## config.mk

```make
export PLATFORM = sky130hd
export DESIGN_NAME = ring_osc_sched
export DESIGN_NICKNAME = d
export VERILOG_FILES = /design/src/rtl/ring_osc_sched.sv
export SDC_FILE = /design/constraint.sdc
export NUM_CORES = 1
export LEC_CHECK = 0
export BUFFER_PORTS_ARGS = -buffer_cell sky130_fd_sc_hd__buf_2
export CAP_MARGIN = 20
export CORE_MARGIN = 8
export CORE_UTILIZATION = 50
export DETAILED_ROUTE_END_ITERATION = 8
export HOLD_SLACK_MARGIN = 0.02
export PLACE_DENSITY = 0.74
export SLEW_MARGIN = 10
export SYNTH_ARGS = -nofsm -noshare
export SYNTH_HDL_FRONTEND = slang
export SYNTH_SLANG_ARGS = --single-unit
```

## constraint.sdc

```tcl
create_clock -name clk -period 2.7 [get_ports clk]
set_input_delay 0.405 -clock clk [delete_from_list [all_inputs] [get_ports clk]]
set_output_delay 0.405 -clock clk [all_outputs]
set_load 0.02 [all_outputs]
```

## src/rtl/ring_osc_sched.sv

```systemverilog
// Ring-oscillator bank scheduler: sweeps masked channels one at a time, counting divided-clock edges over a gate window.
// Build option: define RING_OSC_SCHED_OVF_EN to add the result_ovf saturation flag.
module ring_osc_sched #(
  parameter int NUM_OSC       = 4,
  parameter int GATE_W        = 16,
  parameter int CNT_W         = 16,
  parameter int SETTLE_CYCLES = 4,
  localparam int CH_W         = $clog2(NUM_OSC)
) (
  input  logic               clk,
  input  logic               rst,
  input  logic               start,
  input  logic [NUM_OSC-1:0] chan_mask,
  input  logic [GATE_W-1:0]  gate_cycles,
  output logic [NUM_OSC-1:0] osc_en,
  input  logic [NUM_OSC-1:0] osc_div,
  output logic               busy,
  output logic               result_valid,
  input  logic               result_ready,
  output logic [CH_W-1:0]    result_chan,
  output logic [CNT_W-1:0]   result_count,
`ifdef RING_OSC_SCHED_OVF_EN
  output logic               result_ovf,
  output logic               done
`else
  output logic               done
`endif
);

  localparam int SET_W = (SETTLE_CYCLES > 1) ? $clog2(SETTLE_CYCLES) : 1;
  localparam int TMR_W = (GATE_W > SET_W) ? GATE_W : SET_W;
  localparam logic [TMR_W-1:0] SETTLE_LAST = TMR_W'(SETTLE_CYCLES - 1);

  typedef enum logic [1:0] {IDLE, SETTLE, MEASURE, REPORT} state_t;

  state_t             state_q, state_d;
  logic [NUM_OSC-1:0] mask_q;
  logic [NUM_OSC-1:0] rem_mask;
  logic [NUM_OSC-1:0] ch_onehot;
  logic [GATE_W-1:0]  gate_q;
  logic [CH_W-1:0]    ch_q;
  logic [TMR_W-1:0]   tmr_q;
  logic [TMR_W-1:0]   gate_last;
  logic [CNT_W-1:0]   cnt_q;
  logic [1:0]         sync_q;
  logic               hist_q;
  logic               rise;
  logic               done_q;

  function automatic logic [CH_W-1:0] lowest_set(input logic [NUM_OSC-1:0] m);
    lowest_set = '0;
    for (int i = NUM_OSC - 1; i >= 0; i--) begin
      if (m[i]) lowest_set = CH_W'(i);
    end
  endfunction

  assign ch_onehot = NUM_OSC'(1) << ch_q;
  assign rem_mask  = mask_q & ~ch_onehot;
  assign gate_last = TMR_W'(gate_q) - TMR_W'(1);
  assign rise      = sync_q[1] & ~hist_q;

  always_ff @(posedge clk) begin
    if (rst) state_q <= IDLE;
    else     state_q <= state_d;
  end

  // NOTE: every variable driven here gets a default first so no path leaves it unassigned (no latch).
  always_comb begin
    state_d      = state_q;
    busy         = 1'b1;
    osc_en       = '0;
    result_valid = 1'b0;
    case (state_q)
      IDLE: begin
        busy = 1'b0;
        if (start && (|chan_mask)) state_d = SETTLE;
      end
      SETTLE: begin
        osc_en = ch_onehot;
        if (tmr_q == SETTLE_LAST) state_d = (gate_q == '0) ? REPORT : MEASURE;
      end
      MEASURE: begin
        osc_en = ch_onehot;
        if (tmr_q == gate_last) state_d = REPORT;
      end
      REPORT: begin
        result_valid = 1'b1;
        if (result_ready) state_d = (|rem_mask) ? SETTLE : IDLE;
      end
      default: state_d = IDLE;
    endcase
  end

  // NOTE: sequential state uses non-blocking assignments so all flops update together at the edge.
  always_ff @(posedge clk) begin
    if (rst) begin
      mask_q <= '0;
      gate_q <= '0;
      ch_q   <= '0;
      tmr_q  <= '0;
      cnt_q  <= '0;
      sync_q <= '0;
      hist_q <= 1'b0;
      done_q <= 1'b0;
    end else begin
      // Mux first, then two synchronizer flops and the edge history; history tracks every cycle,
      // so it already holds the settled level when the gate opens.
      sync_q <= {sync_q[0], osc_div[ch_q]};
      hist_q <= sync_q[1];
      done_q <= 1'b0;
      case (state_q)
        IDLE: begin
          if (start) begin
            if (|chan_mask) begin
              mask_q <= chan_mask;
              gate_q <= gate_cycles;
              ch_q   <= lowest_set(chan_mask);
              tmr_q  <= '0;
              cnt_q  <= '0;
            end else begin
              done_q <= 1'b1;
            end
          end
        end
        SETTLE: begin
          if (tmr_q == SETTLE_LAST) tmr_q <= '0;
          else                      tmr_q <= tmr_q + TMR_W'(1);
        end
        MEASURE: begin
          if (tmr_q == gate_last) tmr_q <= '0;
          else                    tmr_q <= tmr_q + TMR_W'(1);
          if (rise && !(&cnt_q)) cnt_q <= cnt_q + CNT_W'(1);
        end
        REPORT: begin
          if (result_ready) begin
            if (|rem_mask) begin
              mask_q <= rem_mask;
              ch_q   <= lowest_set(rem_mask);
              cnt_q  <= '0;
            end else begin
              done_q <= 1'b1;
            end
          end
        end
        default: ;
      endcase
    end
  end

  assign result_chan  = ch_q;
  assign result_count = cnt_q;
  assign done         = done_q;

`ifdef RING_OSC_SCHED_OVF_EN
  assign result_ovf = (state_q == REPORT) && (&cnt_q);
`endif

endmodule

```

==> flow_metrics.tcl, run 1 <==
set metrics [dict create \
    htreeDepth 3 \
    dp.cells 611 \
    setup_viol 0 \
    gpl.final_weighted_congestion 0.923 \
    tightest_slew_ns 0.663 \
    grtUsageTotal_pct 19.9 \
    die_height_um 101 \
    io_buffers 52 \
    net-switching-power_mw 1.56 \
    intPower_mw 2.40 \
    p_leak_nw 1.75 \
    dieArea_mm2 0.0103 \
    fill_cells 656 \
    wl_per_cell_um 15.4 \
    yosysUniqueCellTypes 64 \
    synth-edff-count 0 \
    cts_root_buf "clkbuf_8" \
    pwr-share-seq_pct 28.4 \
    finalClockSkew_ns 0.0145 \
    numCtsBuffers 9 \
    ys_async_sr_fraction_pct 0 \
    cap_viol_max_count 0 \
    combPwrFrac_pct 45.7 \
    cp.required_ns 2.95 \
    yosys.area.top_type "dfxtp_1" \
    netlist.area_leader.share_pct 32.9 \
    fin_area_mm2 0.00446 \
    end_kind "flip-flop" \
    slew_violations 0 \
    drt_pre_antenna_iters 4 \
    min_path_type "in2reg" \
    fin_crit_ns 2.61 \
    layout-drive-gt1-share_pct 23.0 \
    grt_pass1_wl_um 16500 \
    power.share.switching_pct 39.4 \
    synth_area_mm2 0.00365 \
    drt-initial-drc-count 242 \
    synth_fp_nets 495 \
    cts_tree "done" \
    setup_tns_ns 0 \
    ys_seq_area_share_pct 32.9 \
    holdWs_ns 0.293 \
    start_util_pct 50.8 \
    cts_sinks 60 \
    via_count 3669 \
    grt_max_degree 27 \
    vias_per_cell 5.79 \
    p_total_mw 3.96 \
    synth_ff_type "dfxtp_1" \
    hpwlAfterDp_um 7050 \
    syn_area_per_cell_um2 7.94 \
    cts_hold_repair.buffers 0 \
    clk_latency_ns 0.35 \
    ant_nets 0 \
    wl_um 9750 \
    period_share_pct 96.8 \
    critPathKind "reg2reg" \
    ir_worst_vdd_uv 506 \
    antenna_found_initial 0 \
    synth_area_leaders "dfxtp_1 33%, nand2_1 4.9%, nor2_1 4.3%" \
    yosysWarnings 0 \
    core_area_mm2 0.00718 \
    post_dp_cell_area_mm2 0.00415 \
    max_slew_margin_pct 55.6 \
    cp.arrival_ns 2.86 \
    start_kind "flip-flop" \
    path_max_fanout 4 \
    nNetsFinal 566 \
    power_density_mw_per_mm2 887 \
    status "finished, final reports clean" \
    path_clk_slew_ns 0.08 \
    hold_viol 0 \
    netlist_instances 459 \
    fin_cells 634 \
    grt.overflow.total 0 \
    rows 31 \
    ys_seq_elements 60 \
    die_x_um 101 \
    cts_buffer_depth 2 \
    grt_pass1_vias 3566 \
    drc 0 \
    n_antenna_cell 0 \
    pwr-share-clk_pct 25.8 \
    fmax_mhz 383 \
    syn_to_final_growth_pct 22.4 \
    ios 53 \
]
[metal layers]
| metal | vias up | routed length [µm] | global-route usage, % |
|---|---|---|---|
| met5 | - | 0 | 0 |
| met4 | 0 | 109 | 7.10 |
| met3 | 11 | 490 | 4.60 |
| met2 | 104 | 4530 | 31.1 |
| met1 | 1732 | 4620 | 26.1 |
| li1 | 1822 | - | - |
[cell usage after synthesis, drive strengths merged, types with 3 or more instances]
| cell | count |
|---|---|
| dfxtp | 60 |
| nand2 | 48 |
| nor2 | 42 |
| o21ai | 31 |
| a21oi | 30 |
| clkbuf | 26 |
| nor4 | 25 |
| xor2 | 18 |
| xnor2 | 17 |
| nand4 | 15 |
| and3 | 13 |
| nor3 | 12 |
| inv | 11 |
| nand2b | 11 |
| nand3 | 10 |
| nor2b | 9 |
| ha | 8 |
| or3 | 6 |
| o211ai | 5 |
| a22oi | 4 |
| a41oi | 3 |
| o2111ai | 3 |
| or2 | 3 |
[sequential cells by signal, summed over array words and instances (netlist names)]
name / count
tmr_q: 16
state_q: 2
mask_q: 4
sync_q: 2
result_chan: 2
hist_q: 1
result_count: 16
done: 1
gate_q: 16
[worst paths after layout]
check	startpoint	endpoint	slack (ns)	cells after the start
hold / removal	gate_cycles[8]	gate_q[8]$_SDFFE_PP0P_	0.29	3
setup / recovery	gate_q[1]$_SDFFE_PP0P_	state_q[0]$_SDFFE_PP0P_	0.09	7
hold reg to reg	sync_q[0]$_SDFF_PP0_	sync_q[1]$_SDFF_PP0_	0.45	1
setup reg to reg	gate_q[1]$_SDFFE_PP0P_	state_q[0]$_SDFFE_PP0P_	0.09	7
[power groups by stage]
stage               logic [mW]  clock network, mW  registers (mW)
finish                    1.81               1.02            1.13
global route              2.00               1.08            1.14
CTS                       1.72               1.03            1.12
detailed placement        1.68                  0            1.14
global placement          1.65                  0            1.13
floorplan                 1.22                  0            1.11
[worst max-delay path: stages (launching register included)]
cell and delay [ns]:
dfxtp_2 0.34, or4_4 0.56, or3_1 0.36, a221o_1 0.33, nor4_4 0.19, o211ai_4 0.15
o31ai_4 0.27, mux2_4 0.32
[cell usage in the layout (no fill, tap or decap), types with 13 or more instances in the layout]
cell and instances:
buf_4 35, buf_2 52, xor2_1 18, nor4_1 22
a21oi_1 28, xnor2_1 17, nand2_1 47, nand4_1 15
and3_1 13, nor2_1 42, o21ai_0 30, dfxtp_1 59
[cell families (layout without fill, tap and decap cells)]
kind of cell               after synthesis  in the layout  share of synthesized area, %
and+or+nand+nor                        206            206                          30.2
adders and majority gates                8              8                          2.75
buffers and inverters                   38            114                          4.02
muxes                                    4              4                          1.48
DFF                                     60             60                          32.9
xor gates and xnor gates                36             36                          9.03
AOI/OAI and AO/OA                      107            107                          19.6
[what timing repair did]
item                                    4_1_cts  5_1_grt
endpoints found under the setup margin        1       18
pin swaps                                     4        8
gates resized for setup                       0        6
buffers inserted                              3        4
[per-stage QoR]
step / util, % / worst slack [ns]
5_1_grt: 62.2 / -0.000460
6_report: 62.2 / 0.0876
3_5_place_dp: 57.8 / -0.0217
3_3_place_gp: 57.8 / 0.0358
2_1_floorplan: - / 0.0196
4_1_cts: 61.6 / 0.00772
[area by class of cell]
cell class                      count  area, µm²  area share, %
Clock buffer                       12        155           3.48
Clock inverter                      4       95.1           2.13
Inverter                           11       41.3          0.925
Multi-Input combinational cell    361       2320           52.0
Sequential cell                    60       1200           26.9
Tap cell                           99        124           2.77
Timing Repair Buffer               87        523           11.7
Note: power is estimated with default switching activity, not from simulation.
==> inputs of run 2 (changes only) <==
Settings changed: PLACE_DENSITY 0.74 to 0.75.
==> flow_metrics.tcl, run 2 (same netlist as run 1, synthesis figures left out) <==
set metrics [dict create \
    tightest_slew_ns 0.764 \
    grt_max_degree 28 \
    via_count 3660 \
    power_density_mw_per_mm2 848 \
    setup_viol 0 \
    vias_per_cell 5.82 \
    cp.arrival_ns 2.86 \
    fin_cells 629 \
    cp.required_ns 2.94 \
    start_util_pct 50.8 \
    drt_pre_antenna_iters 5 \
    setup_tns_ns 0 \
    cts_tree "done" \
    syn_to_final_growth_pct 21.2 \
    drc 0 \
    path_clk_slew_ns 0.08 \
    cts_root_buf "clkbuf_8" \
    io_buffers 52 \
    hold_viol 0 \
    p_leak_nw 1.70 \
    grt_pass1_wl_um 16100 \
    dieArea_mm2 0.0103 \
    drt-initial-drc-count 233 \
    slew_violations 0 \
    fin_crit_ns 2.62 \
    post_dp_cell_area_mm2 0.00413 \
    die_height_um 101 \
    cts_buffer_depth 2 \
    nNetsFinal 561 \
    gpl.final_weighted_congestion 0.954 \
    cts_sinks 60 \
    wl_um 9980 \
    ant_nets 0 \
    period_share_pct 97.0 \
    end_kind "flip-flop" \
    rows 31 \
    finalClockSkew_ns 0.00945 \
    hpwlAfterDp_um 7140 \
    cap_viol_max_count 0 \
    grtUsageTotal_pct 19.5 \
    critPathKind "reg2reg" \
    status "finished, final reports clean" \
    dp.cells 608 \
    antenna_found_initial 0 \
    seq_area_mm2 0.00120 \
    n_antenna_cell 0 \
    clk_latency_ns 0.34 \
    fin_area_mm2 0.00442 \
    die_x_um 101 \
    grt_pass1_vias 3413 \
    numCtsBuffers 9 \
    layout-drive-gt1-share_pct 23.6 \
    min_path_type "in2reg" \
    htreeDepth 3 \
    max_slew_margin_pct 48.9 \
    path_max_fanout 13 \
    fill_cells 670 \
    cts_hold_repair.buffers 0 \
    final_common_cell "dfxtp_1" \
    final_cell_mix "58 x dfxtp_1, 52 x buf_2, 48 x nand2_1, 41 x nor2_1, 30 x buf_4" \
    grt.overflow.total 0 \
    multi_input_area_mm2 0.00236 \
    postLayoutCoreUtil_pct 61.6 \
    fmax_mhz 382 \
    ir_worst_vdd_uv 469 \
    p_total_mw 3.75 \
    ios 53 \
    wl_per_cell_um 15.9 \
    start_kind "flip-flop" \
    core_area_mm2 0.00718 \
]
==> run 2: per-stage QoR <==
step	setup WS [ns]	hold WS [ns]
finish	0.0821	0.289
global route	-0.00156	0.284
CTS	-0.000445	0.283
detailed placement	-0.00238	0.438
global placement	0.0466	0.435
floorplan	0.0196	0.414
==> run 2: what timing repair did <==
action,4_1_cts,5_1_grt
endpoints found under the setup margin,1,18
cloned,0,0
resized for setup,2,13
buffers inserted,3,2
pin swaps,5,7
==> run 2: routing by layer <==
metal,global-route usage (%),routed length (µm),vias up
met5,0,0,-
met4,7.22,165,0
met3,4.40,439,16
met2,30.4,4560,114
met1,25.7,4810,1723
li1,-,-,1807
==> run 2: critical path, stage by stage (launching register included) <==
cell,delay (ns)
dfxtp_1,0.31
or4_4,0.57
nor4_4,0.28
buf_4,0.18
mux2i_1,0.20
a31o_2,0.18
a32o_2,0.23
nor3_2,0.06
buf_4,0.21
nor4_1,0.29
==> run 2: final timing paths <==
path | from | end | slack [ns] | cells after the start
max | gate_q[2]$_SDFFE_PP0P_ | tmr_q[7]$_SDFFE_PP0P_ | 0.08 | 9
min | gate_cycles[5] | gate_q[5]$_SDFFE_PP0P_ | 0.29 | 3
max reg2reg | gate_q[2]$_SDFFE_PP0P_ | tmr_q[7]$_SDFFE_PP0P_ | 0.08 | 9
min reg2reg | sync_q[0]$_SDFF_PP0_ | sync_q[1]$_SDFF_PP0_ | 0.45 | 1
==> run 2: power breakdown <==
group | internal [mW] | switching, mW
Sequential | 0.989 | 0.136
Clock | 0.430 | 0.399
Combinational | 0.707 | 1.09
Total | 2.13 | 1.62
==> run 2: cell type report <==
cell class / count / area share, %
clock inverters: 7 / 1.73
repair buffers: 82 / 11.0
multi-input cells: 361 / 53.5
flip-flops and latches: 60 / 27.2
well taps: 99 / 2.80
clock buffers: 9 / 2.80
inverters: 11 / 0.934
